`config.mk`:
```
export PLATFORM = sky130hd
export DESIGN_NAME = hamming_corrector
export DESIGN_NICKNAME = d
export VERILOG_FILES = /design/src/rtl/hamming_corrector.sv
export SDC_FILE = /design/constraint.sdc
export NUM_CORES = 1
export LEC_CHECK = 0
export ABC_AREA = 1
export CELL_PAD_IN_SITES_DETAIL_PLACEMENT = 2
export CELL_PAD_IN_SITES_GLOBAL_PLACEMENT = 2
export CORE_MARGIN = 2
export CORE_UTILIZATION = 28
export CTS_CLUSTER_DIAMETER = 30
export DETAILED_ROUTE_END_ITERATION = 10
export HOLD_SLACK_MARGIN = 0.15
export PLACE_DENSITY_LB_ADDON = 0.2
export SYNTH_ARGS = -nofsm -noshare
export SYNTH_HDL_FRONTEND = slang
export SYNTH_SLANG_ARGS = --single-unit
```
`constraint.sdc`:
```
create_clock -name clk -period 1.4 [get_ports clk]
set_input_delay 0.14 -clock clk [delete_from_list [all_inputs] [get_ports clk]]
set_output_delay 0.14 -clock clk [all_outputs]
set_load 0.02 [all_outputs]
```
`src/rtl/hamming_corrector.sv`:
```
`default_nettype none
// ============================================================================
// Module   : hamming_corrector
// Purpose  : Two-stage Hamming(7,4) correction pipeline. It flips the bit
//            that the incoming syndrome points at and extracts the 4 data
//            bits. It also keeps saturating delivered-word and error counters.
// Revision : 1.0 - initial release
// ============================================================================
module hamming_corrector #(
    parameter int CNT_W = 8
) (
    input  logic             clk,
    input  logic             rst,
    input  logic             clear_stats,
    input  logic             in_valid,
    output logic             in_ready,
    input  logic [6:0]       in_code,
    input  logic [2:0]       in_syndrome,
    output logic             out_valid,
    input  logic             out_ready,
    output logic [3:0]       out_data,
    output logic [6:0]       out_code,
    output logic [2:0]       out_err_pos,
    output logic             out_err_flag,
    output logic [CNT_W-1:0] word_count,
    output logic [CNT_W-1:0] err_count
);

    localparam logic [CNT_W-1:0] c_cnt_max = {CNT_W{1'b1}};
    localparam logic [CNT_W-1:0] c_cnt_one = CNT_W'(1);

    // Stage 1 (capture) registers
    logic             r_s1_valid;
    logic [6:0]       r_s1_code;
    logic [2:0]       r_s1_syndrome;

    // Stage 2 (output) registers
    logic             r_out_valid;
    logic [3:0]       r_out_data;
    logic [6:0]       r_out_code;
    logic [2:0]       r_out_err_pos;
    logic             r_out_err_flag;

    // Statistics
    logic [CNT_W-1:0] r_word_count;
    logic [CNT_W-1:0] r_err_count;

    // Pipeline control and correction datapath
    logic             w_s2_load;
    logic             w_s1_load;
    logic             w_out_fire;
    logic [6:0]       w_flip_mask;
    logic [6:0]       w_corr_code;

    // Advance control: the output stage moves when it is empty or drained.
    // Stage 1 moves when it is empty or its word moves on. in_ready depends
    // only on registered valids and out_ready, so it never sees in_valid.
    always_comb begin
        w_s2_load  = !r_out_valid || out_ready;
        w_s1_load  = !r_s1_valid || w_s2_load;
        w_out_fire = r_out_valid && out_ready;
    end

    // Syndrome k (1..7) selects bit k-1. Syndrome 0 leaves the word unchanged.
    always_comb begin
        w_flip_mask = 7'b000_0000;
        case (r_s1_syndrome)
            3'd1:    w_flip_mask = 7'b000_0001;
            3'd2:    w_flip_mask = 7'b000_0010;
            3'd3:    w_flip_mask = 7'b000_0100;
            3'd4:    w_flip_mask = 7'b000_1000;
            3'd5:    w_flip_mask = 7'b001_0000;
            3'd6:    w_flip_mask = 7'b010_0000;
            3'd7:    w_flip_mask = 7'b100_0000;
            default: w_flip_mask = 7'b000_0000;
        endcase
        w_corr_code = r_s1_code ^ w_flip_mask;
    end

    // Stage 1: capture the incoming word and syndrome whenever the slot can advance
    always_ff @(posedge clk or posedge rst) begin
        if (rst) begin
            r_s1_valid    <= 1'b0;
            r_s1_code     <= 7'd0;
            r_s1_syndrome <= 3'd0;
        end else if (w_s1_load) begin
            r_s1_valid <= in_valid;
            if (in_valid) begin
                r_s1_code     <= in_code;
                r_s1_syndrome <= in_syndrome;
            end
        end
    end

    // Stage 2: register the corrected word. Hold the outputs while stalled.
    always_ff @(posedge clk or posedge rst) begin
        if (rst) begin
            r_out_valid    <= 1'b0;
            r_out_data     <= 4'd0;
            r_out_code     <= 7'd0;
            r_out_err_pos  <= 3'd0;
            r_out_err_flag <= 1'b0;
        end else if (w_s2_load) begin
            r_out_valid <= r_s1_valid;
            if (r_s1_valid) begin
                r_out_code     <= w_corr_code;
                r_out_data     <= {w_corr_code[6], w_corr_code[5],
                                   w_corr_code[4], w_corr_code[2]};
                r_out_err_pos  <= r_s1_syndrome;
                r_out_err_flag <= (r_s1_syndrome != 3'd0);
            end
        end
    end

    // Saturating statistics. clear_stats overrides a same-cycle delivery.
    always_ff @(posedge clk or posedge rst) begin
        if (rst) begin
            r_word_count <= '0;
            r_err_count  <= '0;
        end else if (clear_stats) begin
            r_word_count <= '0;
            r_err_count  <= '0;
        end else if (w_out_fire) begin
            if (r_word_count != c_cnt_max) begin
                r_word_count <= r_word_count + c_cnt_one;
            end
            if (r_out_err_flag && (r_err_count != c_cnt_max)) begin
                r_err_count <= r_err_count + c_cnt_one;
            end
        end
    end

    assign in_ready     = w_s1_load;
    assign out_valid    = r_out_valid;
    assign out_data     = r_out_data;
    assign out_code     = r_out_code;
    assign out_err_pos  = r_out_err_pos;
    assign out_err_flag = r_out_err_flag;
    assign word_count   = r_word_count;
    assign err_count    = r_err_count;

endmodule
`default_nettype wire

```
# == Word level (Yosys, flattened, before mapping) ==
# Cells that the tools add are included.
# totals
regBits,43
out_inout_bits,33
input_bits,15
word_cells,43
# op_classes
addsub,2
muxes,7
bitwise_logic,1
reduce_logical,14
eq_ne,9
# ops
cell,n
one-hot mux 7 bit (7 select lines),1
two-way mux 8 bit,6
"adder 8 x 1 -> 8 bit, second input constant",2
"inequality test 8 bit, second input constant",2
"== test 3 bit, second input constant",4
AND reduction 2 bit,4
bitwise XOR 7 bit,1
"== test 3 x 2 -> 1 bit, second input constant",2
nonzero test 2 bit,3
"== test 3 x 1 -> 1 bit, second input constant",1
nonzero test 3 bit,1
logical AND 1 bit,2
zero test 1 bit,2
logical OR 1 bit,2

# == Depth between registers and ports, before layout ==
# Gate-level depths: netlist (run 1).
# depth
depth_word,5
mapped_depth,9
mapped_depth_nobuf,9

# == Least setup slack after synthesis (run 1) ==
# No wires, ideal clock.
# synth_path
kind,flip-flop to flip-flop
start,register r_word_count[1] (netlist: word_count[1])
end,register r_word_count[0] (netlist: word_count[0])
stages_incl_launch_ff,7
slack_ns,0.051
arrival_time_ns,1.219
setup_ns,0.129
period_less_slack_ns,1.349
cell_sequence,dfrtp_1 -> ha_1 -> nand2_1 -> nor2_2 -> nand3_2 -> o21ai_4 -> o21ai_0
# synth_via
elab_chain_len,3
# synth_rtl
item,line_no,rtl
start: declaration,45,logic [CNT_W-1:0] r_word_count;
start signal: assignment,125,r_word_count <= r_word_count + c_cnt_one;
inequality test 8 bit,124,if (r_word_count != c_cnt_max) begin
nonzero test 2 bit (no source line),--,
AND reduction 2 bit (no source line),--,
# No other way between the ends.
# A chain may end at the register's enable or synchronous reset.

# == Final worst setup path (run 1) ==
# layout_path
start,register r_word_count[0] (netlist: word_count[0])
end,register r_word_count[1] (netlist: word_count[1])
# layout_via
elab_chain_len,4
# layout_rtl
item,line_no,rtl
adder 8 x 1 -> 8 bit,125,
two-way mux 8 bit,124,
two-way mux 8 bit,123,end else if (w_out_fire) begin
two-way mux 8 bit,120,end else if (clear_stats) begin
# Parallel ways exist; a longest one is shown, timed or not. The select of a mux whose other input is x is not followed.

==> impl_metrics.toml, run 1 <==
[power_and_ir_drop]
power.leakage_nw = 1.36
clkPwrFrac = 0.234
switching_share = 0.357
peakVddDrop_uv = 416
switchingPower_mw = 1.14
p_int_mw = 2.05
seq_power_share = 0.453
power_density_mw_per_mm2 = 1180
combPwrFrac = 0.313

[setup_path]
r2r_end = "word_count[1]"
r2r_setup_slack_ps = 90
cp.arrival_ps = 1480
cp_data_required_time_ps = 1570
critPathCaptureType = "register"
r2r_cells = 6
reg2reg_from = "word_count[0]"
critical_path_class = "register to register"
cp_max_fo = 10
critPathLaunchType = "register"

[synth]
synthTopCellsByArea = "dfrtp_1, nand2_1, nand3_1"
avgSynthCellArea_sq_um = 8.00
synth_top_area_cell = "dfrtp_1"
synth_edf_count = 0
synth_warnings = 0
ys.flop_type = "dfrtp_1"
synth_top_cell_area_share = 0.494
synth_cells = 247
async_reset_ff_frac = 1.00
syn-num-nets = 264
synthesis.area_sq_mm = 0.00198
ys_types = 26
ys_seq_elements = 39
ys_seq_area_frac = 0.494

[final_layout]
diodes = 0
drive_above_1_share = 0.127
area_growth_pct = 37.4
fin_nets = 324
seqCellArea_sq_um = 976
fill_cells = 811
layout_common_cells = "nand2_1, dfrtp_1, dlygate4sd2_1, nand3_1, nor2_1"
multi_input_area_sq_um = 866
final_common_cell = "nand2_1"

[route]
drtIter0Drc = 46
wl_met1_mm = 2.74
first_pass_iters = 4
met3_length_um = 172
wirelength_mm = 5.38
vias = 1790
dr.max_layer_used = "met4"
ant_nets = 0
wl_met2_mm = 2.43
drcViolationCount = 0
avgRoutedWirePerCell_um = 13.3
via_per_inst = 4.44

[placed_design]
pre_cts_ws_ps = -84.4
port_buffers = 47
place_congestion = 0.781
dp.final_hpwl_mm = 4.07

[clocking]
cts_tree = "built"
cts-root-buf = "clkbuf_8"
clkTransAtPathRegs_ps = 80
cts_buffers = 5
clkLatencyLatePin_ps = 280
cts.sinks = 39
htree_num_levels = 2
clockBufferDepth = 2

[timing]
fmax_mhz = 761
setup_violations = 0
hold_viol = 0
fin_crit_sh = 0.938
postLayoutSetupSlackWorst_ps = 86.2
grt_setup_unrepaired = "yes"
worst_slew_pin_slew_ps = 327
fin_crit_ps = 1310
final_max_slew_viol_count = 0
whs_ps = 413
relSlewSlack = 0.782
finClkSkew_ps = 5.66

[floorplan]
die-height_um = 88
dieArea_sq_mm = 0.00774
die_w_um = 88
io_pins = 48
core_sq_mm = 0.00679
initial_core_util = 0.291
rows = 30

[flow_run]
cap_violations = 0

[min_path]
holdCritStartpoint = "in_code[2]"
whs_path_depth = 3
holdCritPathClass = "input port to register"
min_to = "r_s1_code[2]"

[global_routing]
grt_pass1_vias = 1877
grtUsageTotal = 0.150
grt_overflow = 0
grt_max_degree = 25
antenna_found_initial = 0
grt_pass1_wl_mm = 9.18

[status]
status = "finished, final reports clean"
==> metal layers <==
layer	GRT usage	vias up
met5	0	-
met4	0.0392	0
met3	0.0245	2
met2	0.236	36
met1	0.215	857
li1	-	895
==> synth_stat cells, types with 2 or more instances <==
library cell,count
buf_2,3
nand2_2,5
inv_1,23
nor2_1,25
nand3_2,2
o21ai_1,4
ha_1,2
nand2_1,72
nand3_1,27
o21ai_0,15
xor2_1,8
buf_4,5
nand4_1,3
dfrtp_1,39
a21oi_1,3
==> cell families (layout without fill, tap and decap cells) <==
group / count (synthesis) / after routing / synth area share
compound gates: 26 / 26 / 0.0747
buf+inv: 34 / 94 / 0.0779
fa+ha+maj: 2 / 2 / 0.0127
xor+xnor: 8 / 8 / 0.0355
flops: 39 / 39 / 0.494
simple gates: 138 / 138 / 0.305
==> cell type report <==
| class | count | area share |
|---|---|---|
| Inverter | 25 | 0.0355 |
| Clock inverter | 2 | 0.00507 |
| Multi-Input combinational cell | 174 | 0.319 |
| Tap cell | 96 | 0.0443 |
| Timing Repair Buffer | 62 | 0.211 |
| Clock buffer | 5 | 0.0254 |
| Sequential cell | 39 | 0.360 |
==> worst max-delay path, stage by stage, from the launching register on <==
cell     delay [ps]
dfrtp_1         380
ha_2            200
nand2_2         100
nor2_4          140
nand3_2         110
o21ai_4         150
o21ai_0         120
==> what timing repair did <==
item / in CTS / in global routing
endpoints found under the setup margin: 32 / 15
pin swaps: 0 / 3
hold buffers: 1 / 0
buffers inserted: 0 / 2
hold endpoints to repair: 5 / 0
gates cloned: 0 / 0
gates resized for setup: 32 / 8
==> power by group through the flow <==
stage / clock (mW) / sequential [mW] / combinational [mW]
after floorplan: 0 / 1.61 / 0.445
after global placement: 0 / 1.46 / 1.10
after detailed placement: 0 / 1.48 / 1.13
after CTS: 0.780 / 1.45 / 1.01
after global routing: 0.831 / 1.48 / 1.11
final: 0.747 / 1.44 / 0.999
==> how the worst max path moves through the flow <==
stage                               from  depth (start not counted)  slack [ps]             end
after global placement         out_ready                          4         -70        in_ready
after global routing       word_count[0]                          7         -30   word_count[1]
after CTS                 out_err_pos[1]                          1           7  out_err_pos[1]
final                      word_count[0]                          6          90   word_count[1]
after detailed placement       out_ready                          4         -80        in_ready
after floorplan            word_count[1]                          6          50   word_count[0]
==> metrics by stage <==
step	setup TNS (ps)	power (mW)	utilization	instance area [sq um]	cells
after floorplan	0	2.06	-	1980	247
after global placement	-141	2.57	0.386	2620	393
after detailed placement	-664	2.60	0.386	2620	393
after CTS	0	3.24	0.394	2680	401
after global routing	-84.8	3.41	0.399	2710	403
final	0	3.19	0.399	2710	403
==> state kept, by name (all words and copies together) (netlist names) <==
signal         count
err_count          8
out_code           3
out_data           4
out_err_flag       1
out_err_pos        3
out_valid          1
r_s1_code          7
r_s1_syndrome      3
r_s1_valid         1
word_count         8
Note: power is estimated with default switching activity, not from simulation.
==> run 2: changes to the inputs <==
GPL_TIMING_DRIVEN = 0   (was unset)
==> run 2 against run 1 <==
- non-clock buffer count shrank 3
- sequential share of layout area rose by 0.38 points
- via count up 0.78%
- clock power grew 24%
- clock skew increased by 5.4 ps
- maximum frequency shrank 1.6%
- critical path type unchanged
- critical endpoint is now err_count[7]
- highest routed layer unchanged
- largest cell class unchanged
==> impl_metrics.toml, run 2 (same netlist as run 1, synthesis figures left out) <==
[clocking]
cts_buffers = 5
cts.sinks = 39
htree_num_levels = 2
clockBufferDepth = 2
hold_buffers = 0
clkLatencyLatePin_ps = 300
cts-root-buf = "clkbuf_8"
clkTransAtPathRegs_ps = 80
cts_tree = "built"

[final_layout]
final_common_cell = "nand2_1"
drive_above_1_share = 0.141
area_growth_pct = 36.1
final_core_util = 0.396
fill_cells = 801
fin_nets = 321
diodes = 0
seqCellArea_sq_um = 977
layout_common_cells = "nand2_1, dfrtp_1, dlygate4sd2_1, nand3_1, nor2_1"
multi_input_area_sq_um = 878

[placed_design]
dp.final_hpwl_mm = 3.91
pre_cts_ws_ps = -301
port_buffers = 46
place_congestion = 0.749

[floorplan]
core_sq_mm = 0.00679
die_w_um = 88
dieArea_sq_mm = 0.00774
initial_core_util = 0.291
die-height_um = 88
io_pins = 48
rows = 30

[setup_path]
cp_max_fo = 6
critPathLaunchType = "register"
path_common_cell = "nand2_2"
cp_num_buf_inv = 1
critPathCaptureType = "register"
critical_path_class = "register to register"
max_stage_delay_ps = 420
cp_data_required_time_ps = 1630
slowest_stage = "dfrtp_1"
path_cells = "ha_2 -> nand2_2 -> nor2_4 -> nand2_2 -> nand2_2 -> nand2_4 -> inv_4 -> nand2_2 -> nand2_2"
critical-path-top-delay-family = "simple AND/OR/NAND/NOR gates"
cp.arrival_ps = 1560

[global_routing]
grt_pass1_vias = 1768
grtUsageTotal = 0.147
grt_overflow = 0
grt_max_degree = 40
grt_pass1_wl_mm = 8.86
antenna_found_initial = 0

[route]
drcViolationCount = 0
ant_nets = 0
first_pass_iters = 4
vias = 1804
via_per_inst = 4.51
drtIter0Drc = 63
wirelength_mm = 5.37
avgRoutedWirePerCell_um = 13.4

[power_and_ir_drop]
power.leakage_nw = 1.36
power_density_mw_per_mm2 = 1260
peakVddDrop_uv = 392

[timing]
relSlewSlack = 0.437
finClkSkew_ps = 11.1
hold_viol = 0
fin_crit_ps = 1340
postLayoutSetupSlackWorst_ps = 64.2
final_max_slew_viol_count = 0
grt_setup_unrepaired = "yes"
fin_crit_sh = 0.954
fmax_mhz = 749
setup_violations = 0
worst_slew_pin_slew_ps = 843

[min_path]
holdCritPathClass = "input port to register"

[flow_run]
cap_violations = 0

[status]
status = "finished, final reports clean"
run 2: changes by cell type in the layout (fill, tap and decap cells not counted), moves of 2 or more:
cell	delta
dlymetal6s2s_1	+2
nand2_1	-4
buf_2	+3
clkbuf_2	+2
dlygate4sd2_1	-3
nand2_2	+5
buf_4	-3
buf_12	-2
run 2: what timing repair did:
item | 4_1_cts | 5_1_grt
setup buffers | 2 | 2
pin swaps | 0 | 5
endpoints found under the setup margin | 36 | 17
resized for setup | 33 | 13
run 2: area by class of cell:
| type | count | area share |
|---|---|---|
| inverters | 25 | 0.0358 |
| repair buffers | 50 | 0.170 |
| clock inverters | 1 | 0.0112 |
| multi-input cells | 174 | 0.327 |
| clock buffers | 6 | 0.0270 |
| plain buffers | 9 | 0.0214 |
| flip-flops and latches | 39 | 0.363 |
| well taps | 96 | 0.0447 |
run 2: through the flow:
| step | setup TNS (ps) | total power [mW] | hold WS [ps] | cell area (sq um) | instances |
|---|---|---|---|---|---|
| after floorplan | 0 | 2.06 | 285 | 1980 | 247 |
| after global placement | -26180 | 2.57 | 467 | 2560 | 389 |
| after detailed placement | -2540 | 2.60 | 479 | 2560 | 389 |
| after CTS | 0 | 3.46 | 190 | 2650 | 398 |
| after global routing | -45.6 | 3.59 | 195 | 2690 | 400 |
| final | 0 | 3.40 | 185 | 2690 | 400 |
run 2: path summary, 6_finish.rpt:
path                           startpoint  depth (start not counted)  slack (ps)              to
setup / recovery             err_count[0]                          9          60    err_count[7]
hold / removal                   in_valid                          3         190    r_s1_code[2]
setup reg to reg             err_count[0]                          9          60    err_count[7]
hold reg to reg            out_err_pos[1]                          2         490  out_err_pos[1]
max in group asynchronous             rst                          2         480       out_valid
min in group asynchronous             rst                          2         330   word_count[6]
run 2: routing by layer:
layer  wire length (um)  track usage
met5                  0            0
met1               2680        0.209
met2               2410        0.224
met3                197       0.0292
met4                 78       0.0503
run 2: report_power, final:
group          switching, mW  total, mW  internal (mW)
clock network          0.403      0.926          0.523
logic                  0.598       1.03          0.427
registers              0.144       1.45           1.31
run 2: worst register-to-register path, cell delays in order, from the launching register on:
cell and delay (ps):
dfrtp_1 420, ha_2 220, nand2_2 70, nor2_4 110
nand2_2 70, nand2_2 90, nand2_4 90, inv_4 90
nand2_2 50, nand2_2 60
